==> src/rtl/io_uart_pkg.sv <==
// Shared constants and state encoding for the io_uart peripheral and its receiver.
package io_uart_pkg;

  localparam logic [31:0] UART_STATUS = 32'd0;
  localparam logic [31:0] UART_RX     = 32'd4;
  localparam logic [31:0] UART_TX     = 32'd8;

  localparam int STAT_RX_READY  = 0;
  localparam int STAT_TX_READY  = 1;
  localparam int STAT_OVERRUN   = 2;
  localparam int STAT_FRAME_ERR = 3;

  typedef enum logic [1:0] {
    IDLE  = 2'd0,
    START = 2'd1,
    DATA  = 2'd2,
    STOP  = 2'd3
  } uart_state_t;

endpackage

==> src/rtl/io_uart_receive.sv <==
// 8N1 serial receiver: two-flop synchroniser, mid-bit sampling FSM, one-cycle result pulses.
//   state | meaning
//   IDLE  | line idle, watching for a falling edge
//   START | counting to mid start bit; high there means a glitch
//   DATA  | sampling 8 data bits LSB first, one per bit period
//   STOP  | sampling the stop bit; on a break, waits for the line to rise
module uart_receive
  import io_uart_pkg::*;
#(
  parameter int BAUD_DIVIDE = 434
) (
  input  logic       clk,
  input  logic       reset,
  input  logic       uart_rx,
  output logic       rx_valid,
  output logic [7:0] rx_char,
  output logic       frame_err
);

  localparam int CW = $clog2(BAUD_DIVIDE);

  uart_state_t   state;
  logic          rx_meta;
  logic          rx_sync;
  logic          rx_prev;
  logic [CW-1:0] cnt;
  logic [2:0]    bit_cnt;
  logic [7:0]    shift;
  logic          wait_high;

  always_ff @(posedge clk or negedge reset) begin
    if (!reset) begin
      rx_meta   <= 1'b1;
      rx_sync   <= 1'b1;
      rx_prev   <= 1'b1;
      state     <= IDLE;
      cnt       <= '0;
      bit_cnt   <= '0;
      shift     <= '0;
      wait_high <= 1'b0;
      rx_valid  <= 1'b0;
      rx_char   <= '0;
      frame_err <= 1'b0;
    end else begin
      rx_meta   <= uart_rx;
      rx_sync   <= rx_meta;
      rx_prev   <= rx_sync;
      rx_valid  <= 1'b0;
      frame_err <= 1'b0;
      case (state)
        IDLE: begin
          if (rx_prev && !rx_sync) begin
            state <= START;
            cnt   <= CW'(BAUD_DIVIDE / 2 - 1);
          end
        end
        START: begin
          if (cnt != '0) begin
            cnt <= cnt - CW'(1);
          end else if (rx_sync) begin
            state <= IDLE;
          end else begin
            state   <= DATA;
            cnt     <= CW'(BAUD_DIVIDE - 1);
            bit_cnt <= '0;
          end
        end
        DATA: begin
          if (cnt != '0) begin
            cnt <= cnt - CW'(1);
          end else begin
            shift <= {rx_sync, shift[7:1]};
            cnt   <= CW'(BAUD_DIVIDE - 1);
            if (bit_cnt == 3'd7) state <= STOP;
            else bit_cnt <= bit_cnt + 3'd1;
          end
        end
        STOP: begin
          // A low stop bit may be a break; don't rearm until the line is released.
          if (wait_high) begin
            if (rx_sync) begin
              wait_high <= 1'b0;
              state     <= IDLE;
            end
          end else if (cnt != '0) begin
            cnt <= cnt - CW'(1);
          end else if (rx_sync) begin
            rx_valid <= 1'b1;
            rx_char  <= shift;
            state    <= IDLE;
          end else begin
            frame_err <= 1'b1;
            wait_high <= 1'b1;
          end
        end
        default: state <= IDLE;
      endcase
    end
  end

endmodule

==> src/rtl/io_uart.sv <==
// Memory-mapped UART: status/RX/TX register decode, RX FIFO and polled transmitter.
//   state | meaning
//   IDLE  | transmitter free, tx_ready=1
//   START | driving the start bit
//   DATA  | driving 8 data bits LSB first
//   STOP  | driving the stop bit
module io_uart
  import io_uart_pkg::*;
#(
  parameter logic [31:0] BASE_ADDRESS  = 32'h18,
  parameter int          BAUD_DIVIDE   = 434,
  parameter int          RX_FIFO_DEPTH = 8
) (
  input  logic        clk,
  input  logic        reset,
  input  logic        io_write_en,
  input  logic        io_read_en,
  input  logic [31:0] io_address,
  input  logic [31:0] io_write_data,
  output logic [31:0] io_read_data,
  output logic        uart_tx,
  input  logic        uart_rx
);

  localparam int CW = $clog2(BAUD_DIVIDE);
  localparam int PW = $clog2(RX_FIFO_DEPTH);

  logic       hit_status;
  logic       hit_rx;
  logic       hit_tx;
  logic       rx_valid;
  logic [7:0] rx_char;
  logic       rx_frame_err;

  assign hit_status = (io_address == BASE_ADDRESS + UART_STATUS);
  assign hit_rx     = (io_address == BASE_ADDRESS + UART_RX);
  assign hit_tx     = (io_address == BASE_ADDRESS + UART_TX);

  uart_receive #(.BAUD_DIVIDE(BAUD_DIVIDE)) u_receive (
    .clk       (clk),
    .reset     (reset),
    .uart_rx   (uart_rx),
    .rx_valid  (rx_valid),
    .rx_char   (rx_char),
    .frame_err (rx_frame_err)
  );

  logic [7:0]    fifo_mem [RX_FIFO_DEPTH];
  logic [PW-1:0] wr_ptr;
  logic [PW-1:0] rd_ptr;
  logic [PW:0]   fifo_count;
  logic          fifo_empty;
  logic          fifo_full;
  logic          pop;
  logic          push_ok;
  logic          overrun_set;

  assign fifo_empty  = (fifo_count == '0);
  assign fifo_full   = (fifo_count == (PW+1)'(RX_FIFO_DEPTH));
  assign pop         = io_read_en && hit_rx && !fifo_empty;
  // A pop in the same cycle frees the slot, so a push at full still lands.
  assign push_ok     = rx_valid && (!fifo_full || pop);
  assign overrun_set = rx_valid && fifo_full && !pop;

  always_ff @(posedge clk) begin
    if (push_ok) fifo_mem[wr_ptr] <= rx_char;
  end

  always_ff @(posedge clk or negedge reset) begin
    if (!reset) begin
      wr_ptr     <= '0;
      rd_ptr     <= '0;
      fifo_count <= '0;
    end else begin
      if (push_ok) wr_ptr <= wr_ptr + PW'(1);
      if (pop)     rd_ptr <= rd_ptr + PW'(1);
      case ({push_ok, pop})
        2'b10:   fifo_count <= fifo_count + (PW+1)'(1);
        2'b01:   fifo_count <= fifo_count - (PW+1)'(1);
        default: fifo_count <= fifo_count;
      endcase
    end
  end

  uart_state_t   tx_state;
  logic [CW-1:0] tx_cnt;
  logic [2:0]    tx_bit;
  logic [7:0]    tx_shift;
  logic          tx_ready;
  logic          overrun;
  logic          frame_err_flag;
  logic          status_clr;
  logic [31:0]   status_word;

  assign tx_ready   = (tx_state == IDLE);
  assign status_clr = io_read_en && hit_status;

  always_comb begin
    status_word                 = '0;
    status_word[STAT_RX_READY]  = !fifo_empty;
    status_word[STAT_TX_READY]  = tx_ready;
    status_word[STAT_OVERRUN]   = overrun;
    status_word[STAT_FRAME_ERR] = frame_err_flag;
  end

  always_ff @(posedge clk or negedge reset) begin
    if (!reset) begin
      io_read_data   <= '0;
      overrun        <= 1'b0;
      frame_err_flag <= 1'b0;
    end else begin
      overrun        <= overrun_set  || (overrun && !status_clr);
      frame_err_flag <= rx_frame_err || (frame_err_flag && !status_clr);
      if (io_read_en) begin
        if (hit_status)               io_read_data <= status_word;
        else if (hit_rx && !fifo_empty) io_read_data <= {24'b0, fifo_mem[rd_ptr]};
        else                          io_read_data <= '0;
      end
    end
  end

  always_ff @(posedge clk or negedge reset) begin
    if (!reset) begin
      tx_state <= IDLE;
      tx_cnt   <= '0;
      tx_bit   <= '0;
      tx_shift <= '0;
      uart_tx  <= 1'b1;
    end else begin
      case (tx_state)
        IDLE: begin
          if (io_write_en && hit_tx) begin
            tx_shift <= io_write_data[7:0];
            tx_cnt   <= CW'(BAUD_DIVIDE - 1);
            uart_tx  <= 1'b0;
            tx_state <= START;
          end
        end
        START: begin
          if (tx_cnt != '0) begin
            tx_cnt <= tx_cnt - CW'(1);
          end else begin
            uart_tx  <= tx_shift[0];
            tx_shift <= {1'b0, tx_shift[7:1]};
            tx_bit   <= '0;
            tx_cnt   <= CW'(BAUD_DIVIDE - 1);
            tx_state <= DATA;
          end
        end
        DATA: begin
          if (tx_cnt != '0) begin
            tx_cnt <= tx_cnt - CW'(1);
          end else if (tx_bit == 3'd7) begin
            uart_tx  <= 1'b1;
            tx_cnt   <= CW'(BAUD_DIVIDE - 1);
            tx_state <= STOP;
          end else begin
            uart_tx  <= tx_shift[0];
            tx_shift <= {1'b0, tx_shift[7:1]};
            tx_bit   <= tx_bit + 3'd1;
            tx_cnt   <= CW'(BAUD_DIVIDE - 1);
          end
        end
        STOP: begin
          if (tx_cnt != '0) tx_cnt <= tx_cnt - CW'(1);
          else tx_state <= IDLE;
        end
        default: tx_state <= IDLE;
      endcase
    end
  end

endmodule

==> config.mk <==
export PLATFORM = sky130hd
export DESIGN_NAME = io_uart
export DESIGN_NICKNAME = d
export VERILOG_FILES = /design/src/rtl/io_uart_pkg.sv /design/src/rtl/io_uart_receive.sv /design/src/rtl/io_uart.sv
export SDC_FILE = /design/constraint.sdc
export NUM_CORES = 1
export LEC_CHECK = 0
export CAP_MARGIN = 20
export CORE_MARGIN = 4
export CORE_UTILIZATION = 55
export DETAILED_ROUTE_END_ITERATION = 10
export PLACE_DENSITY = 0.79
export SLEW_MARGIN = 20
export SYNTH_ARGS = -nofsm -noshare
export SYNTH_HDL_FRONTEND = slang
export SYNTH_SLANG_ARGS = --single-unit
==> constraint.sdc <==
create_clock -name clk -period 5 [get_ports clk]
set_input_delay 0.75 -clock clk [delete_from_list [all_inputs] [get_ports clk]]
set_output_delay 0.75 -clock clk [all_outputs]
set_load 0.02 [all_outputs]
======== After elaboration in Yosys (flattened, before gate mapping) ========
Memories as Yosys holds them, arrays and structs flattened.
Cells that the tools add are included.
operators by class
  eq/ne operators ......................... 31
  bitwise gates (word level) .............. 2
  multiplexer cells ....................... 59
  $add $sub $neg .......................... 8
  reductions and logical operators ........ 39
operators by type and width
  kind                   count
  $mux W9                9
  $eq A32 B5 Y1 const B  2
  $mux W8                6
  $pmux W9 S4            1
  $eq A32 B6 Y1 const B  1
  $pmux W9 S3            1
  $mux W2                13
  $pmux W8 S3            1
  $ne A2 B2 Y1 const B   11
  $mux W3                7
  $reduce_and A5 Y1      4
  $reduce_bool A9 Y1     2
  $sub A9 B1 Y9 const B  2
  $pmux W2 S4            2
  $reduce_and A4 Y1      4
  $mux W1                15
  $add A3 B1 Y3 const B  4
  $pmux W3 S2            2
  $logic_and A1 B1 Y1    11
  $eq A2 B2 Y1 const B   5
  $ne A2 B1 Y1 const B   4
  $pmux W4 S2            1
  $eq A2 B1 Y1 const B   3
  $eq A3 B3 Y1 const B   2
  15 further kinds       26
storage, ports and cells
  logic and storage cells ................. 162
  memories ................................ 1
  register bits ........................... 103
  bits of input ports ..................... 69
  output and inout bits ................... 33
  RAM bits ................................ 64
memories
  name      words  bits a word  rd ports  clocked after Yosys merged registers in  wr ports  line           text
  fifo_mem  8      8            1         0                                        1         io_uart.sv:48  logic [7:0] fifo_mem [RX_FIFO_DEPTH];

======== Longest topological paths before layout ========
  depth after elaboration ................. 7
  gate-level depth with buffers ........... 11
  gate-level depth less buffers ........... 11

======== Cells and area by module ========
A second synthesis with hierarchy kept.
unflattened totals
  cell total of the unflattened synthesis .. 524
  area, all modules ....................... 6842.8 um^2
modules (own cells, without submodules)
  module        cells an instance  area each (um^2)  seq. area each (um^2)  times used
  io_uart       364                5067.4            2999.1                 1
  uart_receive  160                1775.5            904.6                  1

======== Least setup slack after synthesis ========
Ideal clock, no wire load.
  path kind ............................... in2reg
  from .................................... input port io_address[14]
  to ...................................... memory fifo_mem[1][0], enable pin
  path slack .............................. 1.584 ns
  required time ........................... 4.602 ns
  arrival time ............................ 3.018 ns
  stages .................................. 5
  path buffers ............................ 0
  setup time .............................. 0.398 ns
  path through ............................ nor4_1 > nand4_1 > nor4_1 > o21ai_1 > nor4b_1
on the way
  longest elaborated chain between the ends .. 7
RTL lines
  item                               line           text
  start, declared                    io_uart.sv:18  input logic [31:0] io_address,
  $eq A32 B5 Y1                      io_uart.sv:36  assign hit_rx = (io_address == BASE_ADDRESS + UART_RX);
  $logic_and A1 B1 Y1 (2 in series)  io_uart.sv:60  assign pop = io_read_en && hit_rx && !fifo_empty;
  $logic_or A1 B1 Y1                 io_uart.sv:62  assign push_ok = rx_valid && (!fifo_full || pop);
  $logic_and A1 B1 Y1                io_uart.sv:62
  $mux W1                            io_uart.sv:66  if (push_ok) fifo_mem[wr_ptr] <= rx_char;
  $mux W1 (implied by the code)      io_uart.sv:66
  end, declared                      io_uart.sv:48
Every way passes these cells.

======== Final worst setup path ========
  from .................................... input port io_address[6]
  to ...................................... register fifo_count[3]
on the way
  longest elaborated chain between the ends .. 7
  elaborated cells on any way between the ends .. 9
  those cells by class .................... 3 x eq/ne; 1 x mux; 5 x reduce/logical
RTL lines
  item                                                      line           text
  $eq A32 B5 Y1 (*)                                         io_uart.sv:36
  $logic_and A1 B1 Y1 (*) (2 in series)                     io_uart.sv:60
  $logic_or A1 B1 Y1                                        io_uart.sv:62
  $logic_and A1 B1 Y1                                       io_uart.sv:62
  $eq A2 B1 Y1 / $eq A2 B2 Y1 (equally long branches)       io_uart.sv:77  case ({push_ok, pop})
  $pmux W4 S2 / $reduce_bool A2 Y1 (equally long branches)  -
  end signal, assigned                                      io_uart.sv:78  2'b10: fifo_count <= fifo_count + (PW+1)'(1);
  end signal, assigned                                      io_uart.sv:79  2'b01: fifo_count <= fifo_count - (PW+1)'(1);
  end signal, assigned                                      io_uart.sv:80  default: fifo_count <= fifo_count;
  end, declared                                             io_uart.sv:51  logic [PW:0] fifo_count;
Mark *: on every way between the ends. The rest lies on a longest branch, timed or not.
A chain may end at the register's enable or synchronous reset.

==> summary.md <==
| Metric | Value |
|---|---|
| Status | `finished, final reports clean` |
| Via count | `4333` |
| Post-synthesis cell count | `520` |
| DR DRC count | `0` |
| Worst reg2reg path startpoint | `fifo_count[0]$_DFFE_PN0P_` |
| Antenna Nets Post-Route | `0` |
| Vias in the first global route | `4381` |
| Main synth FF type | `dfrtp_1` |
| Final cycle utilization of the critical path | `72.0%` |
| Hold-fix buffers, CTS | `0` |
| Post-synth EDFFs | `64` |
| Routability congestion estimate | `0.826` |
| Port bufs | `53` |
| Drt via density | `5.70` |
| RSZ-0062 raised after global routing | `false` |
| CP Class | `input pin to register` |
| Worst hold slack | `0.333 ns` |
| Register area share after synthesis | `57.6%` |
| Critical Path AT | `3.90 ns` |
| N_diodes | `0` |
| Syn Std Cell Area | `6780 µm²` |
| Routed wire length | `13100 µm` |
| Endpoints failing hold | `0` |
| Synth Register Bits | `143` |
| Register Area | `3910 µm²` |
| Clk_lat worst skew | `0.42 ns` |
| Final Power | `2950 µW` |
| Complex-gate fraction of the synthesized area | `10.1%` |
| Area delta synth->final | `17.3%` |
| Pins over their slew limit | `0` |
| Worst Path Required | `5.30 ns` |
| FMAX | `0.278 GHz` |
| Worst path buffer plus inverter count | `2` |
| I/O pin count | `102` |
| First-pass GRT wire length | `21900 µm` |
| Kind of cell adding the most delay to the critical path | `simple AND/OR/NAND/NOR gates` |
| Die area | `14200 µm²` |
| Simple-Gate Fraction of Synth Area | `9.01%` |
| Fill count | `862` |
| P per Cell Area | `372 nW/µm²` |
| Cell chain of the critical path | `clkdlybuf4s50_1, nor4_1, nand4_1, nor4_1, buf_4, o21ai_1, ha_1, ha_1, a21o_1, a21oi_1, xnor2_1, nor2_1, xor2_1` |
| Top post-synthesis cells by area | `edfxtp_1 (28%), dfrtp_1 (28%), mux2_2 (6.3%)` |
| Slowest cell on crit path | `clkdlybuf4s50_1` |
| Deepest clock path buffer count | `2` |
| Max VDD drop | `240 µV` |
| Clock sink total | `143` |
| Worst hold path class | `input pin to asynchronous set/reset pin` |
| R2R setup slack | `2.03 ns` |
| Post-CTS setup buffer count | `0` |
| R2r endpoint | `fifo_count[3]$_DFFE_PN0P_` |
| Multi-input logic area | `2570 µm²` |
| Chip width | `119 µm` |
| CP max FO | `9` |
| Initial Util | `56.2%` |
| Core Region | `12100 µm²` |
| WL/cell | `17.2 µm` |
| Top post-synthesis cells by count | `dfrtp_1 (75), edfxtp_1 (64), mux2_2 (38), inv_1 (28), buf_4 (24)` |
| Num rows | `40` |
| Worst-path clk slew | `0.05 ns` |
| Post-synthesis adder-cell area fraction | `3.80%` |
| Worst Max-Slew Pin Slew | `0.787 ns` |
| Yosys cell types | `63` |
| Cts repair resizes | `0` |
| Synth top area share | `28.4%` |
| CTS tree | `done` |
| Setup TNS | `0 ns` |
| CTS Buf Count | `17` |
| Fin crit period | `3.60 ns` |
| Dpl hpwl | `8660 µm` |
| GRT Util Overall | `19.7%` |
| Lkg Pwr | `0.00318 µW` |
| Final setup fails | `0` |
| Synth Area per Inst | `13.0 µm²` |
| Worst R2R Path Depth | `10` |
| Post-synth ARST share | `55.2%` |
| Initial DRC Count | `379` |
| Worst Skew | `0.00718 ns` |
| XOR/XNOR Fraction of Synth Area | `1.16%` |
| Total congestion overflow | `0` |
| Max-cap viol count | `0` |
| Critical Path Max Stage Delay | `0.40 ns` |
| Pin count of the biggest net entering global routing | `80` |
| Warnings from Yosys | `0` |
| H-tree depth | `4` |
| Nets | `669` |
| Clk root buf | `clkbuf_16` |
| Worst setup EP type | `register` |
| Fraction of layout cells with a size suffix above 1 | `17.6%` |
| CP Launch Type | `input pin` |
| Multiplexer share of the synthesized area | `12.5%` |
| Initial antenna violation count | `0` |
| Height of the die | `119 µm` |
| Largest family of logic cells by synthesized area | `multiplexers` |
| Most common cell in the netlist | `dfrtp_1` |
| Max-slew headroom | `47.5%` |
| Synth area leader | `edfxtp_1` |
| Drt pass-1 iters | `5` |
## worst max-delay path by stage
stage / start / end / slack, ns / depth (start not counted)
finish: io_address[6] / fifo_count[3]$_DFFE_PN0P_ / 1.40 / 13
detailed placement: io_address[6] / fifo_count[3]$_DFFE_PN0P_ / 1.01 / 13
global placement: io_address[14] / fifo_count[3]$_DFFE_PN0P_ / 1.14 / 13
global route: io_address[1] / fifo_count[3]$_DFFE_PN0P_ / 1.26 / 13
CTS: io_address[6] / fifo_count[3]$_DFFE_PN0P_ / 1.42 / 13
floorplan: io_address[14] / fifo_mem[1][0]$_DFFE_PP_ / 1.58 / 5
## per-stage QoR
stage / util (%) / worst slack [ns] / std cells / cell area [µm²]
after global placement: 61.3 / 1.14 / 729 / 7390
final: 65.9 / 1.40 / 760 / 7950
after global routing: 65.9 / 1.26 / 760 / 7950
after detailed placement: 61.3 / 1.01 / 729 / 7390
after floorplan: - / 1.58 / 543 / 6860
after CTS: 65.9 / 1.42 / 760 / 7940
## cell type report
cell class | instances | area share [%]
tap | 168 | 2.64
sequential | 143 | 49.1
multi-input combinational | 327 | 32.3
inverter | 28 | 1.32
timing repair buffer | 63 | 7.64
clock inverter | 9 | 1.10
clock buffer | 22 | 5.84
## metal layers
layer  share of wire, %  track usage [%]
met1                 40             24.5
met2                 52             32.0
met3                7.1             5.79
met4                1.0             8.62
met5                  0                0
## cells in the final DEF (no fill, tap or decap), types with 19 or more instances in the layout
cell type,Yosys,final
inv_1,28,28
dfrtp_1,75,74
nand2_1,21,21
clkdlybuf4s50_1,0,52
o21ai_0,23,23
nor2_1,22,22
ha_1,19,19
conb_1,1,24
mux2_2,38,38
edfxtp_1,64,64
## cells by family (layout without fill, tap and decap cells)
kind of cell / after synthesis / count (layout)
adder cells (fa/ha/maj): 20 / 20
flip-flops: 143 / 143
AO/OA/AOI/OAI: 99 / 99
other: 1 / 24
XOR/XNOR: 9 / 9
multiplexers: 60 / 60
buffers and inverters: 73 / 122
AND/OR/NAND/NOR: 115 / 115
## state kept, by name, indices dropped and copies added, names as in the netlist, named ones only
| name | flops |
|---|---|
| u_receive.state | 1 |
| u_receive.frame_err | 1 |
| tx_bit | 3 |
| tx_state | 2 |
| frame_err_flag | 1 |
| tx_cnt | 9 |
| u_receive.wait_high | 1 |
| fifo_count | 4 |
| u_receive.bit_cnt | 3 |
| u_receive.rx_char | 8 |
| u_receive.shift | 8 |
| tx_shift | 8 |
| u_receive.cnt | 9 |
| u_receive.rx_prev | 1 |
| rd_ptr | 3 |
| wr_ptr | 3 |
| fifo_mem | 64 |
| u_receive.rx_sync | 1 |
| u_receive.rx_valid | 1 |
| u_receive.rx_meta | 1 |
| uart_tx | 1 |
| overrun | 1 |
| io_read_data | 8 |
## power breakdown
part / internal (µW) / switching, µW / leakage (µW)
clock: 706 / 461 / 0.000258
combinational: 182 / 269 / 0.00129
sequential: 1280 / 57.7 / 0.00163
total: 2170 / 788 / 0.00318
Power figures use the tool's default switching activity.
